===== src/rtl/rect_reader.sv =====
// rect_reader: walks a span/skip/repeat region issuing single-word VRAM reads,
// queues the returned words in a CPU-drained FIFO and keeps a running 16-bit checksum.
module rect_reader #(
    parameter int FIFO_DEPTH = 8
) (
    input  logic        clk,
    input  logic        reset,
    output logic        rd_active,
    output logic        mem_rd,
    output logic [15:0] mem_addr,
    input  logic        mem_valid,
    input  logic [15:0] mem_din,
    input  logic [1:0]  wr,
    input  logic        rd,
    input  logic [15:0] address,
    input  logic [15:0] din,
    output logic [15:0] dout
);
    localparam int PW = $clog2(FIFO_DEPTH);
    localparam int CW = PW + 1;

    typedef enum logic [1:0] {IDLE, ISSUE, WAIT} state_t;

    state_t        r_state;
    logic [15:0]   r_span, r_skip, r_repeat, r_start;
    logic [15:0]   r_addr, r_span_cnt, r_row_cnt, r_sum, r_dout;
    logic          r_mem_rd, r_last;
    logic [15:0]   r_fifo [FIFO_DEPTH];
    logic [PW-1:0] r_wp, r_rp;
    logic [CW-1:0] r_cnt;

    logic [3:0]    w_sel, w_cnt4;
    logic          w_idle, w_start, w_push, w_pop, w_empty, w_full, w_room;
    logic [CW-1:0] w_cnt_next;
    logic [15:0]   w_status, w_rdata;

    assign w_sel      = address[3:0];
    assign w_idle     = r_state == IDLE;
    assign w_start    = w_idle && wr[0] && w_sel == 4'd7 && din[0];
    assign w_push     = r_state == WAIT && mem_valid;
    assign w_empty    = r_cnt == '0;
    assign w_full     = r_cnt == CW'(FIFO_DEPTH);
    assign w_pop      = rd && w_sel == 4'd5 && !w_empty;
    assign w_cnt_next = r_cnt + CW'(w_push) - CW'(w_pop);
    // Issue only when the word it fetches is guaranteed a FIFO slot.
    assign w_room     = w_cnt_next < CW'(FIFO_DEPTH);
    assign w_cnt4     = 4'(r_cnt);
    assign w_status   = {8'h00, w_cnt4, 1'b0, w_full, w_empty, rd_active};

    assign rd_active = !w_idle;
    assign mem_rd    = r_mem_rd;
    assign mem_addr  = r_addr;
    assign dout      = r_dout;

    function automatic logic [15:0] f_bmask(input logic [15:0] old);
        return {wr[1] ? din[15:8] : old[15:8], wr[0] ? din[7:0] : old[7:0]};
    endfunction

    always_comb begin
        case (w_sel)
            4'd0:    w_rdata = r_span;
            4'd1:    w_rdata = r_skip;
            4'd2:    w_rdata = r_repeat;
            4'd3:    w_rdata = r_start;
            4'd4:    w_rdata = r_sum;
            4'd5:    w_rdata = w_empty ? 16'h0000 : r_fifo[r_rp];
            4'd6:    w_rdata = w_status;
            default: w_rdata = 16'h0000;
        endcase
    end

    always_ff @(posedge clk) begin
        if (reset) begin
            r_state    <= IDLE;
            r_span     <= '0;
            r_skip     <= '0;
            r_repeat   <= '0;
            r_start    <= '0;
            r_addr     <= '0;
            r_span_cnt <= '0;
            r_row_cnt  <= '0;
            r_sum      <= '0;
            r_dout     <= '0;
            r_mem_rd   <= 1'b0;
            r_last     <= 1'b0;
            r_wp       <= '0;
            r_rp       <= '0;
            r_cnt      <= '0;
        end else begin
            r_dout <= w_rdata;
            if (w_idle && w_sel == 4'd0) r_span <= f_bmask(r_span);
            if (w_idle && w_sel == 4'd1) r_skip <= f_bmask(r_skip);
            if (w_idle && w_sel == 4'd2) r_repeat <= f_bmask(r_repeat);
            if (w_idle && w_sel == 4'd3) r_start <= f_bmask(r_start);
            if (w_start) begin
                r_state    <= ISSUE;
                r_mem_rd   <= 1'b1;
                r_addr     <= r_start;
                r_span_cnt <= '0;
                r_row_cnt  <= '0;
                r_sum      <= '0;
                r_wp       <= '0;
                r_rp       <= '0;
                r_cnt      <= '0;
            end else begin
                if (w_push) begin
                    r_fifo[r_wp] <= mem_din;
                    r_wp         <= r_wp + PW'(1);
                    r_sum        <= r_sum + mem_din;
                end
                if (w_pop) r_rp <= r_rp + PW'(1);
                r_cnt <= w_cnt_next;
                case (r_state)
                    ISSUE: begin
                        if (r_mem_rd) begin
                            r_mem_rd <= 1'b0;
                            r_state  <= WAIT;
                            r_last   <= r_span_cnt == r_span && r_row_cnt == r_repeat;
                            r_span_cnt <= r_span_cnt == r_span ? 16'd0 : r_span_cnt + 16'd1;
                            r_row_cnt  <= r_span_cnt == r_span ? r_row_cnt + 16'd1 : r_row_cnt;
                            r_addr     <= r_addr + (r_span_cnt == r_span ? r_skip : 16'd1);
                        end else begin
                            r_mem_rd <= w_room;
                        end
                    end
                    WAIT: begin
                        if (mem_valid) begin
                            r_state  <= r_last ? IDLE : ISSUE;
                            r_mem_rd <= !r_last && w_room;
                        end
                    end
                    default: ;
                endcase
            end
        end
    end
endmodule


===== config.mk =====
export PLATFORM = sky130hd
export DESIGN_NAME = rect_reader
export DESIGN_NICKNAME = d
export VERILOG_FILES = /design/src/rtl/rect_reader.sv
export SDC_FILE = /design/constraint.sdc
export NUM_CORES = 1
export LEC_CHECK = 0
export ABC_AREA = 0
export CORE_ASPECT_RATIO = 0.6
export CORE_MARGIN = 2
export CORE_UTILIZATION = 64
export DETAILED_ROUTE_END_ITERATION = 8
export GPL_TIMING_DRIVEN = 0
export PLACE_DENSITY_LB_ADDON = 0.05
export SLEW_MARGIN = 20
export SYNTH_ARGS = -nofsm -noshare
export SYNTH_HDL_FRONTEND = slang
export SYNTH_SLANG_ARGS = --single-unit

===== constraint.sdc =====
create_clock -name clk -period 6.19 [get_ports clk]
set_input_delay 0.9285 -clock clk [delete_from_list [all_inputs] [get_ports clk]]
set_output_delay 0.9285 -clock clk [all_outputs]
set_load 0.02 [all_outputs]

==> results of run 1 <==
==> metal layers <==
layer / vias to the layer above / wire length (um) / share of wire / global-route usage
met4: 0 / 852 / 0.022 / 0.0837
met1: 5232 / 16700 / 0.44 / 0.540
li1: 4747 / - / - / -
met3: 95 / 5440 / 0.14 / 0.119
met5: - / 0 / 0 / 0
met2: 712 / 15300 / 0.40 / 0.495
==> sequential cells by signal, summed over array words and instances, names as in the netlist, named ones only <==
register,count
r_fifo,128
mem_addr,16
r_wp,3
r_start,16
r_last,1
r_row_cnt,16
r_sum,16
r_skip,16
r_rp,3
r_cnt,4
r_span,16
r_state,2
dout,16
r_repeat,16
r_span_cnt,16
mem_rd,1
==> power breakdown <==
group	internal, mW	switching [mW]	leakage (nW)
sequential	1.99	0.00822	2.45
combinational	0.0503	0.110	2.19
clock	0.870	0.708	0.413
==> logic make-up after synthesis <==
group / after synthesis / share of synthesized area
AO/OA/AOI/OAI: 262 / 0.125
XOR/XNOR: 73 / 0.0484
adder cells (fa/ha/maj): 43 / 0.0425
buffers and inverters: 91 / 0.0278
flip-flops: 289 / 0.535
multiplexers: 50 / 0.0698
AND/OR/NAND/NOR: 412 / 0.151
==> critical path, cell delays in order (launching register included) <==
cell and delay (ns):
dfxtp_1 0.54, xnor2_1 0.19, nand4_1 0.13, nor4_2 0.47, clkbuf_1 0.50, clkbuf_1 0.41, nand2_1 0.19, inv_1 0.09
ha_1 0.23, a211oi_1 0.30, o21a_1 0.22, a21oi_1 0.18, a41oi_1 0.48, a2bb2oi_1 0.27, nor4_1 0.08, a211o_1 0.29
==> synthesized netlist by cell type, drive strengths merged (3+ instances only) <==
cell type  instances  area share
a211o              3      0.0020
o21a               8      0.0046
a21o               8      0.0046
xor2              26       0.017
o22ai              5      0.0024
nand3b             3      0.0017
nor3b              3      0.0017
a21oi            116       0.044
inv               25      0.0071
a221oi             5      0.0033
clkbuf            48       0.014
dfxtp            161        0.24
a41oi              8      0.0053
nor4               8      0.0047
buf               18      0.0069
nor3              13      0.0049
nor2b              9      0.0043
mux2              16       0.014
a22oi             37       0.021
or3               16      0.0076
nand4             14      0.0066
nand3             89       0.035
a211oi             6      0.0038
xnor2             47       0.031
a31oi             11      0.0052
fa                 3      0.0046
mux4              32       0.055
o21ai             30       0.011
nor2              61       0.018
nor4b              4      0.0027
ha                40       0.038
and3              10      0.0047
a222oi             9      0.0068
edfxtp           128        0.29
and2              18      0.0085
nand2            145       0.041
nand2b            12      0.0057
==> area by class of cell <==
| class | instances | share of cell area |
|---|---|---|
| Clock inverter | 12 | 0.00639 |
| Tap cell | 273 | 0.0224 |
| Clock buffer | 35 | 0.0476 |
| Timing Repair Buffer | 91 | 0.0559 |
| Buffer | 66 | 0.0179 |
| Sequential cell | 289 | 0.463 |
| Inverter | 25 | 0.00615 |
| Multi-Input combinational cell | 840 | 0.381 |
==> how the worst min path moves through the flow <==
stage / start / to / slack [ns] / cells past startpoint
2_1_floorplan: r_last$_SDFFE_PP0P_ / r_last$_SDFFE_PP0P_ / 0.43 / 2
3_3_place_gp: r_last$_SDFFE_PP0P_ / r_last$_SDFFE_PP0P_ / 0.44 / 2
3_5_place_dp: r_last$_SDFFE_PP0P_ / r_last$_SDFFE_PP0P_ / 0.45 / 2
4_1_cts: r_last$_SDFFE_PP0P_ / r_last$_SDFFE_PP0P_ / 0.46 / 2
5_1_grt: r_last$_SDFFE_PP0P_ / r_last$_SDFFE_PP0P_ / 0.49 / 2
6_report: r_last$_SDFFE_PP0P_ / r_last$_SDFFE_PP0P_ / 0.46 / 2
==> run_results.csv, run 1 <==
group,metric,value,unit
floorplan,dieArea,21800,um^2
clock_tree,post-cts-setup-buffers,0,
setup_path,worstReg2RegEnd,"mem_addr[13]$_SDFFE_PP0P_",
routing,drc,0,
routing,post_drt_wl_per_cell,23.5,um
sta,fin_crit_sh,0.761,
place,portBuffers,73,
flow_run,max_cap_violations,0,
routing,routed_wl,38.3,mm
layout,layout_common_cells,"161 x dfxtp_1, 145 x nand2_1, 128 x edfxtp_1, 116 x a21oi_1, 88 x nand3_1",
clock_tree,htreeDepth,1,
layout,final_cells,1631,
setup_path,worstPathArrival,5.14,ns
global_route,grt_usage,0.356,
synth,async_flop_share,0,
floorplan,die_w,189,um
layout,fillers,1393,
sta,fin_tns_setup,0,ns
sta,min_period,4.71,ns
sta,setup_viol,0,
floorplan,die_h,115,um
synth,synthCells,1220,
hold_path,min_path_type,"register to register",
clock_tree,clkSinkCount,289,
layout,layout.nets,1436,
layout,mostFrequentLayoutCell,"dfxtp_1",
routing,dr.pass1.iters,9,
place,placed_cells,1584,
synth,ys_types,64,
clock_tree,clk_latency,0.54,ns
place,hpwlAfterDp,28.5,mm
routing,vias_per_cell,6.61,
layout,area_delta_synth_final,15.7,%
synth,postSynthAreaPerCell,10.8,um^2
clock_tree,cts_hold_buffers,0,
sta,slew_headroom,0.220,
setup_path,r2r_setup_slack,1.48,ns
routing,drtIter0Drc,1500,
sta,fmax,0.212,GHz
setup_path,path_class,"register to register",
global_route,grt_pass1_vias,10200,
layout,final_cell_area,15300,um^2
global_route,antenna_found_initial,0,
sta,worst_hold_slack,0.465,ns
setup_path,startpoint_type,"register",
floorplan,row_count,40,
sta,drv_slew,0,
setup_path,r2r_start,"r_span[6]$_SDFFE_PP0P_",
layout,multiInputGateArea,5810,um^2
synth,yosys_register_bits,289,
clock_tree,cts_resized,0,
synth,synth_area,13200,um^2
setup_path,critPathLaunch,"r_span[6]$_SDFFE_PP0P_",
synth,synth-main-ff-cell,"dfxtp_1",
pwr,vdd_drop_max,0.000217,V
sta,rsz0062_at_grt,"no",
layout,seq_area,7070,um^2
synth,synth_edf_count,128,
floorplan,design.core.area,20100,um^2
sta,tightestPinTransition,1.16,ns
place,place_ws,1.66,ns
sta,finalHoldViolations,0,
floorplan,initial_core_util,0.656,
setup_path,worstPathRequired,6.62,ns
setup_path,setup.worst_path.end_class,"register",
setup_path,reg2reg_depth,15,
routing,ant_nets,0,
pwr,power_density,245,nW/um^2
layout,utilization,0.759,
global_route,grt_pass1_wl,58.6,mm
synth,ys_warn_count,0,
synth,syn_nets,1317,
setup_path,cp-endpoint,"mem_addr[13]$_SDFFE_PP0P_",
setup_path,crit_path_max_fanout,10,
synth,ys_seq_area_frac,0.535,
layout,diodes,0,
global_route,grt_max_degree,17,
clock_tree,cts_root_buf,"clkbuf_16",
sta,finClkSkew,0.0137,ns
place,gp_congestion,0.953,
layout,drive_above_1_share,0.102,
routing,via_count,10800,
place,place_area,14400,um^2
pwr,total_power,3.74,mW
clock_tree,cts.clk_slew.worst_paths,0.07,ns
sta,fin_ws,1.48,ns
floorplan,ioPinCount,88,
clock_tree,cts_buffers,26,
clock_tree,cts_tree,"built",
pwr,leakagePower,5.05,nW
clock_tree,cts_buffer_depth,3,
global_route,overflow,0,
run_status,status,"completed",
No activity file was read; power rests on OpenSTA's default activity.
==> run 2: changes to the inputs <==
--- a/config.mk
+++ b/config.mk
@@ -8,7 +8,7 @@
 export ABC_AREA = 0
 export CORE_ASPECT_RATIO = 0.6
 export CORE_MARGIN = 2
-export CORE_UTILIZATION = 64
+export CORE_UTILIZATION = 53
 export DETAILED_ROUTE_END_ITERATION = 8
 export GPL_TIMING_DRIVEN = 0
 export PLACE_DENSITY_LB_ADDON = 0.05
==> constraint.sdc (replaced) <==
create_clock -name clk -period 4.1 [get_ports clk]
set_input_delay 0.615 -clock clk [delete_from_list [all_inputs] [get_ports clk]]
set_output_delay 0.615 -clock clk [all_outputs]
set_load 0.02 [all_outputs]
==> run 2 against run 1 <==
Via count is 3.1% lower; global-route usage is 6.7 points lower; highest routed layer unchanged; combinational power is 54% higher; power is 59% higher; clock power is 69% higher; critical path type unchanged; critical path depth is 1 lower.
==> run_results.csv, run 2 (synthesis gave the netlist of run 1 again) <==
group,metric,value,unit
routing,post_drt_wl_per_cell,22.9,um
routing,vias_per_cell,6.22,
floorplan,ioPinCount,88,
setup_path,reg2reg_depth,14,
sta,fin_tns_setup,0,ns
setup_path,startpoint_type,"register",
floorplan,die_w,208,um
sta,fmax,0.261,GHz
setup_path,critical_path.cell_chain,"xnor2_1 -> nand4_1 -> nor4_4 -> buf_4 -> nand2_1 -> inv_1 -> ha_1 -> a211oi_1 -> o21a_1 -> a21oi_1 -> a41oi_2 -> a2bb2oi_1 -> nor4_1 -> a211o_1",
setup_path,critPathMaxStageDelay,0.55,ns
clock_tree,cts_buffers,27,
global_route,overflow,0,
clock_tree,cts_tree,"built",
clock_tree,post-cts-setup-buffers,0,
setup_path,worst-path-stages,14,
sta,min_period,3.82,ns
setup_path,cp-endpoint,"mem_addr[13]$_SDFFE_PP0P_",
run_status,status,"completed",
setup_path,r2r_start,"r_span[1]$_SDFFE_PP0P_",
setup_path,r2r_setup_slack,0.28,ns
clock_tree,clkSinkCount,289,
setup_path,path_class,"register to register",
sta,finalHoldViolations,0,
floorplan,dieArea,26200,um^2
sta,fin_crit_sh,0.933,
routing,dr.pass1.iters,7,
pwr,power_density,384,nW/um^2
layout,area_delta_synth_final,17.1,%
routing,drtIter0Drc,1447,
layout,layout_common_cells,"160 x dfxtp_1, 145 x nand2_1, 128 x edfxtp_1, 116 x a21oi_1, 88 x nand3_1",
global_route,grt_use_met2,0.371,
setup_path,crit_path_max_fanout,19,
hold_path,min_path_type,"register to register",
floorplan,initial_core_util,0.542,
place,gp_congestion,0.943,
clock_tree,clk_latency,0.57,ns
global_route,grt_pass1_wl,57.7,mm
setup_path,worstPathArrival,4.27,ns
pwr,leakagePower,5.09,nW
routing,via_count,10500,
floorplan,design.core.area,24300,um^2
setup_path,worstReg2RegEnd,"mem_addr[13]$_SDFFE_PP0P_",
global_route,grt_pass1_vias,9387,
global_route,grt_max_degree,20,
global_route,grt_usage,0.289,
sta,finClkSkew,0.0301,ns
routing,ant_nets,0,
sta,rsz0062_at_grt,"no",
setup_path,setup.worst_path.end_class,"register",
global_route,global_route.usage.met1,0.479,
pwr,vdd_drop_max,0.000329,V
clock_tree,cts_hold_buffers,0,
setup_path,cpMaxStageDelayCell,"dfxtp_1",
flow_run,max_cap_violations,0,
sta,setup_viol,0,
layout,largest_register_ffs,128,
setup_path,worstPathRequired,4.55,ns
sta,drv_slew,0,
clock_tree,htreeDepth,1,
place,portBuffers,73,
floorplan,row_count,44,
layout,drive_above_1_share,0.104,
setup_path,cp_num_buf_inv,2,
clock_tree,cts_buffer_depth,3,
layout,mostFrequentLayoutCell,"dfxtp_1",
sta,slew_headroom,0.227,
clock_tree,cts.clk_slew.worst_paths,0.07,ns
global_route,grt.busiest_layer,"met1",
setup_path,critPathLaunch,"r_span[1]$_SDFFE_PP0P_",
routing,routed_wl,38.5,mm
floorplan,die_h,126,um
place,hpwlAfterDp,29.3,mm
global_route,grtUsageMet3,0.0873,
layout,diodes,0,
global_route,antenna_found_initial,0,
layout,regMostFlops,"r_fifo",
layout,utilization,0.635,
clock_tree,cts_root_buf,"clkbuf_16",
sta,tightestPinTransition,1.15,ns
routing,drc,0,
layout,layout.nets,1436,
setup_path,cpLargestDelayFamily,"compound AO/OA/AOI/OAI gates",
-- run 2: changes by cell type in the layout (fill, tap and decap cells not counted), moves of 2 or more --
cell,previous run,this run
buf_2,21,18
clkbuf_1,52,50
bufinv_16,1,5
clkinv_1,0,5
buf_4,9,13
clkinv_2,6,4
-- run 2: how the worst min path moves through the flow --
stage                                  from                      end  slack, ns  cells past startpoint
floorplan               r_last$_SDFFE_PP0P_      r_last$_SDFFE_PP0P_       0.43                      2
global placement    r_skip[14]$_SDFFE_PP0P_  r_skip[14]$_SDFFE_PP0P_       0.46                      2
detailed placement   r_skip[8]$_SDFFE_PP0P_   r_skip[8]$_SDFFE_PP0P_       0.46                      2
CTS                  r_skip[8]$_SDFFE_PP0P_   r_skip[8]$_SDFFE_PP0P_       0.47                      2
global route         r_skip[4]$_SDFFE_PP0P_   r_skip[4]$_SDFFE_PP0P_       0.50                      2
finish               r_skip[8]$_SDFFE_PP0P_   r_skip[8]$_SDFFE_PP0P_       0.47                      2
-- run 2: metrics by stage --
step	hold WS (ns)	total power, mW	area, um^2	cells	setup slack, ns
2_1_floorplan	0.432	3.19	13200	1220	0.246
3_3_place_gp	0.461	3.32	14300	1615	-2.24
3_5_place_dp	0.461	3.32	14500	1633	-0.460
4_1_cts	0.470	5.94	15400	1682	0.132
5_1_grt	0.497	6.08	15500	1682	0.0126
6_report	0.468	5.93	15500	1682	0.275
-- run 2: timing repair --
item	4_1_cts	5_1_grt
endpoints found under the setup margin	8	2
pin swaps	0	0
gates resized for setup	3	5
-- run 2: routing by layer --
metal | vias to the layer above | share of wire
li1 | 4756 | -
met1 | 5084 | 0.48
met2 | 576 | 0.38
met3 | 41 | 0.12
met4 | 0 | 0.014
met5 | - | 0
-- run 2: area by class of cell --
type	count	area, um^2
inverter	25	93.8
sequential	289	7070
clock buffer	33	708
buffer	65	273
timing repair buffer	91	861
clock inverter	17	214
tap	322	403
multi-input combinational	840	5830
fill	2004	8880
-- run 2: power by group --
group / total [mW] / leakage, nW / switching [mW] / internal [mW]
clock network: 2.67 / 0.449 / 1.12 / 1.54
logic: 0.246 / 2.20 / 0.168 / 0.0778
registers: 3.02 / 2.45 / 0.0123 / 3.01
-- run 2: worst register-to-register path, delay by kind of cell (launching register included) --
kind / cells / cell delay [ns]
AOI/OAI and AO/OA: 6 / 1.58
and+or+nand+nor: 4 / 0.79
DFF: 1 / 0.55
buffers and inverters: 2 / 0.39
adders and majority gates: 1 / 0.23
xor gates and xnor gates: 1 / 0.18
==> run 3: changes to the inputs <==
--- a/config.mk
+++ b/config.mk
@@ -9,6 +9,7 @@
 export CORE_ASPECT_RATIO = 0.6
 export CORE_MARGIN = 2
 export CORE_UTILIZATION = 53
+export CTS_CLUSTER_DIAMETER = 150
 export DETAILED_ROUTE_END_ITERATION = 8
 export GPL_TIMING_DRIVEN = 0
 export PLACE_DENSITY_LB_ADDON = 0.05
==> results of run 3 <==
No change in the layout: final DEF, timing and power equal those of run 2.
